## config.mk

```make
export PLATFORM = sky130hd
export DESIGN_NAME = sign_extend
export DESIGN_NICKNAME = d
export VERILOG_FILES = /design/src/rtl/sign_extend.sv
export SDC_FILE = /design/constraint.sdc
export NUM_CORES = 1
export LEC_CHECK = 0
export BUFFER_PORTS_ARGS = -buffer_cell sky130_fd_sc_hd__buf_2
export CAP_MARGIN = 20
export CORE_UTILIZATION = 43
export CTS_BUF_LIST = sky130_fd_sc_hd__clkbuf_4 sky130_fd_sc_hd__clkbuf_8
export DETAILED_ROUTE_END_ITERATION = 6
export GPL_TIMING_DRIVEN = 0
export HOLD_SLACK_MARGIN = 0.06
export PLACE_DENSITY = 0.91
export SETUP_SLACK_MARGIN = 0.15
export SYNTH_ARGS = -nofsm -noshare
export SYNTH_HDL_FRONTEND = slang
export SYNTH_SLANG_ARGS = --single-unit
```

## constraint.sdc

```tcl
create_clock -name clk -period 0.85 [get_ports clk]
set_input_delay 0.0425 -clock clk [delete_from_list [all_inputs] [get_ports clk]]
set_output_delay 0.0425 -clock clk [all_outputs]
set_load 0.05 [all_outputs]
```

## src/rtl/sign_extend.sv

```systemverilog
// Immediate widening unit: sign-, zero- or upper-placement of a WIDTH-bit immediate,
// with a combinational result and a load-enabled registered copy.
module sign_extend #(
    parameter int WIDTH     = 8,
    parameter int OUT_WIDTH = 16
) (
    input  logic                 clk,
    input  logic                 reset_n,
    input  logic [WIDTH-1:0]     imm,
    input  logic                 sign,
    input  logic                 upper,
    input  logic                 load,
    output logic [OUT_WIDTH-1:0] y,
    output logic [OUT_WIDTH-1:0] y_q,
    output logic                 neg
);

    logic [OUT_WIDTH-1:0] ext;

    generate
        if (WIDTH < 1 || WIDTH > OUT_WIDTH) begin : g_illegal
            $error("sign_extend: WIDTH=%0d must be in 1..OUT_WIDTH=%0d", WIDTH, OUT_WIDTH);
            assign ext = '0;
        end else if (WIDTH == OUT_WIDTH) begin : g_same
            // No fill bits exist, so every mode passes the immediate straight through.
            assign ext = imm;
        end else begin : g_fill
            localparam int FILL = OUT_WIDTH - WIDTH;
            always_comb begin
                ext = {{FILL{1'b0}}, imm};
                if (upper) begin
                    ext = {imm, {FILL{1'b0}}};
                end else if (sign) begin
                    ext = {{FILL{imm[WIDTH-1]}}, imm};
                end
            end
        end
    endgenerate

    assign y   = ext;
    assign neg = ext[OUT_WIDTH-1];

    // load is a plain enable (no handshake): y is captured on every rising clk with load=1.
    always_ff @(posedge clk or negedge reset_n) begin
        if (!reset_n) begin
            y_q <= '0;
        end else if (load) begin
            y_q <= y;
        end
    end

endmodule

```

==> flow_metrics.py, run 1 <==
metrics = {
    "floorplan": {
        "die_w_microns": 43.8,
        "dieHeight_microns": 43.8,
        "pin_count": 46,
        "start_util": 0.476,
        "rows": 14,
    },
    "clock_network": {
        "cts_setup_buffers": 8,
        "cts_hold_buffers": 1,
        "htree_levels": 1,
        "cts.sinks": 16,
        "ctsLongestPathBuffers": 2,
        "numCtsBuffers": 3,
        "cts_resized": 90,
        "cts_root_buffer": "clkbuf_4",
    },
    "yosys": {
        "ys_warn_count": 0,
        "syn_nets": 81,
        "ys_types": 13,
        "ys_seq_area_frac": 0.533,
        "syn-cell-area_sq_um": 751,
        "yosys-top-cells-area": "dfrtp_1 53%, mux2_2 12%, nand2_1 7.0%, a31oi_1 5.8%, and2b_1 5.0%",
        "synth_cells": 68,
        "netlist.top_cell.by_area": "dfrtp_1",
        "avgSynthCellArea_sq_um": 11.0,
        "ys_ff_latch": 16,
        "netlist.area_leader.share": 0.533,
    },
    "placement": {
        "dp_hpwl_microns": 1450,
        "dp.cells": 129,
        "gp_congestion": 0.793,
        "io_buffer_count": 45,
        "place_ws_ps": -85.9,
    },
    "status": {
        "lastStage": "clock tree synthesis",
        "stop_error": "[ERROR DPL-0033] detailed placement checks failed during check placement.",
        "status": "aborted with a tool error",
    },
}
## cell usage after synthesis, drive strengths merged
library cell and instances:
buf 5, nand2 14, nor2b 3, nand3b 1, dfrtp 16, o21a 1
and2b 5, nor2 7, a31oi 7, mux2 9
## stage by stage
stage                     setup TNS [ps]  hold WS (ps)  instance area [sq um]
after global placement              -564         -36.4                   1060
after floorplan                     -477          -253                    813
after detailed placement            -713         -28.2                   1060
## logic make-up after synthesis
kind of cell,synth area share
simple gates,0.207
compound gates,0.0683
buf+inv,0.0517
flops,0.533
mux,0.140
==> run 2, diff against run 1 <==
==> config.mk (replaced) <==
export PLATFORM = sky130hd
export DESIGN_NAME = sign_extend
export DESIGN_NICKNAME = d
export VERILOG_FILES = /design/src/rtl/sign_extend.sv
export SDC_FILE = /design/constraint.sdc
export NUM_CORES = 1
export LEC_CHECK = 0
export BUFFER_PORTS_ARGS = -buffer_cell sky130_fd_sc_hd__buf_2
export CAP_MARGIN = 20
export CORE_AREA = 2 2 63 65
export DETAILED_ROUTE_END_ITERATION = 6
export DIE_AREA = 0 0 65 67
export GPL_TIMING_DRIVEN = 0
export PLACE_DENSITY_LB_ADDON = 0.15
export SYNTH_ARGS = -nofsm -noshare
export SYNTH_HDL_FRONTEND = slang
export SYNTH_SLANG_ARGS = --single-unit
==> run 2 against run 1 <==
  * The flow now finishes, with violations (negative setup slack)
  * Area after synthesis unchanged
  * Synthesized cell count unchanged
==> flow_metrics.py, run 2 <==
metrics = {
    "placement": {
        "gp_congestion": 0.724,
        "dp_hpwl_microns": 1610,
        "dp.cells": 161,
        "io_buffer_count": 45,
    },
    "worst_hold_path": {
        "worstHoldPathType": "in -> reg",
        "hold_start": "imm[3]",
    },
    "clock_network": {
        "htree_levels": 1,
        "numCtsBuffers": 3,
        "cts.sinks": 16,
        "clk-insertion-delay-late_ps": 240,
        "ctsLongestPathBuffers": 2,
        "cts_root_buffer": "clkbuf_8",
        "cts_tree": "built",
        "clk_pin_slew_worst_paths_ps": 60,
    },
    "yosys": {
        "synth_ff_type": "dfrtp_1",
        "synth.most_common_cell": "dfrtp_1",
        "synth-edff-count": 0,
        "syn_nets": 81,
        "netlist.area_leader.share": 0.533,
        "synthArstFlopShare": 1.00,
        "synthTopCellsByCount": "16 x dfrtp_1, 14 x nand2_1, 8 x mux2_2, 7 x a31oi_1, 7 x nor2_1",
        "avgSynthCellArea_sq_um": 11.0,
        "ys_seq_area_frac": 0.533,
        "synth_cells": 68,
        "ys_types": 13,
        "ys_ff_latch": 16,
        "syn-cell-area_sq_um": 751,
        "netlist.top_cell.by_area": "dfrtp_1",
        "yosys-top-cells-area": "dfrtp_1 53%, mux2_2 12%, nand2_1 7.0%, a31oi_1 5.8%, and2b_1 5.0%",
        "ys_warn_count": 0,
    },
    "worst_setup_path": {
        "critPathLaunch": "y_q[6]",
        "arrival_ps": 810,
        "path_cells": "buf_6",
        "crit_type": "reg -> out",
        "worstSetupEndpointType": "primary output",
        "crit_slowest_cell": "dfrtp_2",
        "r2r-start": "y_q[15]",
        "cp_max_fo": 2,
        "critical-path-max-stage-delay_ps": 410,
        "cp.buffers_inverters": 1,
        "crit_path_start_kind": "flip-flop",
        "cp_top_family": "flip-flops",
        "crit_required_ps": 810,
    },
    "timing": {
        "slew_violations": 0,
        "fin_crit_sh": 1.00,
        "slew_headroom": 0.760,
        "clock.fmax_mhz": 1170,
        "period_minus_slack_ps": 851,
        "grt_setup_unrepaired": "yes",
        "hold_viol_final": 0,
        "setup_viol": 4,
        "worstMarginPinSlew_ps": 360,
        "finalWorstSetupSlack_ps": -1.43,
        "fin_skew_ps": 0,
        "tns_ps": -4.39,
    },
    "final_layout": {
        "area_growth_pct": 82.0,
        "final_cells": 172,
        "most-common-layout-cells": "22 x buf_6, 21 x buf_2, 16 x dfrtp_2, 14 x nand2_1, 10 x buf_4",
        "final_common_cell": "buf_6",
        "diodes": 0,
        "reg_top3": "y_q: 16 flops",
        "largest_reg_flops": 16,
        "nFillCells": 380,
        "regMostFlops": "y_q",
        "drive_gt1_frac": 0.726,
        "layout.nets": 138,
        "fin_util": 0.379,
    },
    "grt": {
        "grt-ovfl-total": 0,
        "grt_antenna_before_repair": 0,
        "track_usage": 0.102,
        "grt_first_pass_wirelength_microns": 3320,
        "grt_max_degree": 17,
        "grt_pass1_vias": 685,
    },
    "power": {
        "ir_worst_vdd_v": 0.000472,
        "p_per_area_nw_per_um2": 1880,
        "leakage_nw": 0.702,
    },
    "routing": {
        "ant_nets": 0,
        "wirelength_microns": 2050,
        "drt-wirelength-per-cell_microns": 11.9,
        "first_pass_iters": 3,
        "drc": 0,
        "vias": 681,
        "first_iter_violations": 43,
        "vias_per_cell": 3.96,
    },
    "floorplan": {
        "start_util": 0.208,
        "core_area_sq_um": 3610,
        "rows": 22,
        "dieHeight_microns": 67,
        "pin_count": 46,
        "die_w_microns": 65,
        "dieArea_sq_um": 4360,
    },
    "flow_run": {
        "cap_violations": 0,
    },
    "status": {
        "violations": "negative setup slack",
        "status": "finished with violations",
    },
}
-- run 2: power breakdown --
| group | switching, W | internal, W | total, W |
|---|---|---|---|
| clock | 0.000253 | 0.000410 | 0.000663 |
| sequential | 0.0000504 | 0.000848 | 0.000899 |
| combinational | 0.000630 | 0.000379 | 0.00101 |
-- run 2: cell type report --
| type | count | area (sq um) | area share |
|---|---|---|---|
| plain buffers | 5 | 42.5 | 0.0311 |
| clock buffers | 4 | 55.1 | 0.0403 |
| multi-input cells | 47 | 330 | 0.242 |
| flip-flops and latches | 16 | 420 | 0.308 |
| well taps | 48 | 60.1 | 0.0440 |
| repair buffers | 52 | 458 | 0.335 |
-- run 2: per-stage QoR --
stage	worst slack (ps)	total power (W)	hold slack, ps	area [sq um]
5_1_grt	-40.6	0.00271	84.4	1370
3_5_place_dp	-92.6	0.00173	-14.2	1070
2_1_floorplan	-59.4	0.00151	-253	790
3_3_place_gp	-88.1	0.00172	-14.6	1070
6_report	-1.43	0.00257	90.2	1370
4_1_cts	-15.2	0.00258	82.0	1320
-- run 2: timing repair --
| item | 4_1_cts | 5_1_grt |
|---|---|---|
| endpoints found under the setup margin | 24 | 20 |
| hold buffers | 1 | 0 |
| gates resized for setup | 46 | 4 |
| gates cloned | 1 | 0 |
| endpoints found under the hold margin | 16 | 0 |
| buffers inserted | 1 | 4 |
-- run 2: layer usage --
| metal | routed length (microns) | GRT usage | part of all wire | vias up |
|---|---|---|---|---|
| met4 | 27 | 0.0559 | 0.013 | 0 |
| met2 | 1080 | 0.175 | 0.53 | 20 |
| met1 | 852 | 0.118 | 0.42 | 317 |
| met5 | 0 | 0 | 0 | - |
| met3 | 92 | 0.0186 | 0.045 | 2 |
| li1 | - | - | - | 342 |
-- run 2: cells by family after synthesis --
family,synth area share
buffers and inverters,0.0517
flip-flops,0.533
AND/OR/NAND/NOR,0.207
AO/OA/AOI/OAI,0.0683
multiplexers,0.140
-- run 2: path summary, 6_finish.rpt --
| kind | to | slack (ps) | depth (start not counted) |
|---|---|---|---|
| max | y_q[6] | -1 | 1 |
| min | y_q[11] | 90 | 3 |
| max reg2reg | y_q[15] | 70 | 1 |
| min reg2reg | y_q[1] | 530 | 1 |
| max in group asynchronous | y_q[12] | 330 | 2 |
| min in group asynchronous | y_q[1] | 240 | 2 |
Note: power is estimated with default switching activity, not from simulation.
==> run 3, diff against run 2 <==
--- a/config.mk
+++ b/config.mk
@@ -12,6 +12,7 @@
 export DIE_AREA = 0 0 65 67
 export GPL_TIMING_DRIVEN = 0
 export PLACE_DENSITY_LB_ADDON = 0.15
+export SETUP_SLACK_MARGIN = 0.5
 export SYNTH_ARGS = -nofsm -noshare
 export SYNTH_HDL_FRONTEND = slang
 export SYNTH_SLANG_ARGS = --single-unit
==> run 3 against run 2 <==
  * The run ends with negative hold slack, negative setup slack left
  * Flip-flop and latch count unchanged
  * First-iteration DRC count increased by 12%
  * Wire length grew 10%
  * Sequential share of layout area is 6.3 points lower
==> flow_metrics.py, run 3 (same netlist as run 2, synthesis figures left out) <==
metrics = {
    "grt": {
        "gr-usage-met3": 0.0135,
        "track_usage": 0.118,
        "grt_first_pass_wirelength_microns": 3820,
        "grt-ovfl-total": 0,
        "grt_max_degree": 17,
        "grt_use_met1": 0.135,
        "grt_antenna_before_repair": 0,
        "grtUsageMet2": 0.211,
        "busiest_layer": "met2",
        "grt_pass1_vias": 765,
    },
    "power": {
        "leakage_nw": 0.787,
        "ir_worst_vdd_v": 0.000498,
        "finalPower_w": 0.00269,
        "p_per_area_nw_per_um2": 1570,
    },
    "clock_network": {
        "htree_levels": 1,
        "clk-insertion-delay-late_ps": 240,
        "cts.sinks": 16,
        "numCtsBuffers": 3,
        "clk_pin_slew_worst_paths_ps": 60,
        "ctsLongestPathBuffers": 2,
        "cts_root_buffer": "clkbuf_8",
        "cts_tree": "built",
    },
    "timing": {
        "setup_viol": 7,
        "grt_setup_unrepaired": "yes",
        "worst_hold_slack_ps": -300,
        "slew_violations": 0,
        "finalWorstSetupSlack_ps": -6.71,
        "fin_crit_sh": 1.01,
        "clock.fmax_mhz": 1170,
        "fin_skew_ps": 0,
        "hold_viol_final": 16,
        "worstMarginPinSlew_ps": 358,
        "period_minus_slack_ps": 857,
        "slew_headroom": 0.762,
    },
    "floorplan": {
        "dieArea_sq_um": 4360,
        "core_area_sq_um": 3610,
        "pin_count": 46,
        "rows": 22,
        "die_w_microns": 65,
        "dieHeight_microns": 67,
        "start_util": 0.208,
    },
    "worst_setup_path": {
        "cp.buffers_inverters": 1,
        "cp_top_family": "flip-flops",
        "crit_slowest_cell": "dfrtp_2",
        "cp_max_fo": 2,
        "crit_type": "reg -> out",
        "crit_path_start_kind": "flip-flop",
        "critical-path-max-stage-delay_ps": 410,
        "path_cells": "buf_6",
        "worstSetupEndpointType": "primary output",
        "crit_required_ps": 810,
        "arrival_ps": 810,
    },
    "final_layout": {
        "reg_top3": "y_q: 16 flops",
        "drive_gt1_frac": 0.866,
        "seqCellArea_sq_um": 420,
        "layout.nets": 142,
        "largest_reg_flops": 16,
        "area_growth_pct": 129,
        "multi_input_area_sq_um": 483,
        "most-common-layout-cells": "22 x buf_6, 17 x buf_8, 16 x dfrtp_2, 12 x buf_2, 8 x mux2_2",
        "nFillCells": 334,
        "regMostFlops": "y_q",
        "diodes": 0,
        "final_common_cell": "buf_6",
    },
    "routing": {
        "first_pass_iters": 4,
        "wirelength_microns": 2270,
        "vias_per_cell": 4.04,
        "first_iter_violations": 48,
        "drc": 0,
        "drt-wirelength-per-cell_microns": 13.0,
        "ant_nets": 0,
        "vias": 707,
    },
    "placement": {
        "gp_congestion": 0.719,
        "dp_hpwl_microns": 1620,
        "io_buffer_count": 45,
    },
    "worst_hold_path": {
        "worstHoldPathType": "in -> async",
    },
    "flow_run": {
        "cap_violations": 0,
    },
    "status": {
        "status": "finished with violations",
        "violations": "negative hold slack, negative setup slack",
    },
}
-- run 3: timing repair --
item	in CTS	in global routing
gates cloned	2	0
setup endpoints to repair	49	49
pin swaps	4	2
hold endpoints to repair	16	16
setup buffers	5	4
resized for setup	90	9
-- run 3: layout make-up --
type	instances	share of cell area
multi-input cells	47	0.281
plain buffers	5	0.0371
clock buffers	3	0.0240
well taps	48	0.0349
flip-flops and latches	16	0.244
repair buffers	56	0.379
-- run 3: worst paths after layout --
path	start	endpoint	slack (ps)	cells past startpoint
min in group clk	load	y_q[15]	150	2
setup reg to reg	y_q[15]	y_q[15]	60	1
hold / removal	reset_n	y_q[0]	-300	1
max in group asynchronous	reset_n	y_q[13]	860	1
hold reg to reg	y_q[7]	y_q[7]	530	1
setup / recovery	y_q[14]	y_q[14]	-7	1
-- run 3: power breakdown --
part           switching, W  total (W)  leakage [nW]  internal [W]
Combinational      0.000703    0.00124         0.587      0.000532
Sequential        0.0000570   0.000906         0.178      0.000849
Clock              0.000239   0.000552        0.0216      0.000313
-- run 3: stage by stage --
stage	area [sq um]	std cells	util	setup TNS (ps)	worst slack, ps
after floorplan	952	68	-	-477	-59.4
after global placement	1240	161	0.343	-1310	-133
after detailed placement	1240	161	0.343	-1470	-136
after CTS	1660	171	0.460	-143	-18.6
after global routing	1720	175	0.477	-381	-33.0
final	1720	175	0.477	-27.6	-6.71
-- run 3: per-layer routing --
metal,part of all wire,up-vias
li1,-,345
met1,0.40,342
met5,0,-
met3,0.032,2
met2,0.56,18
met4,0.012,0
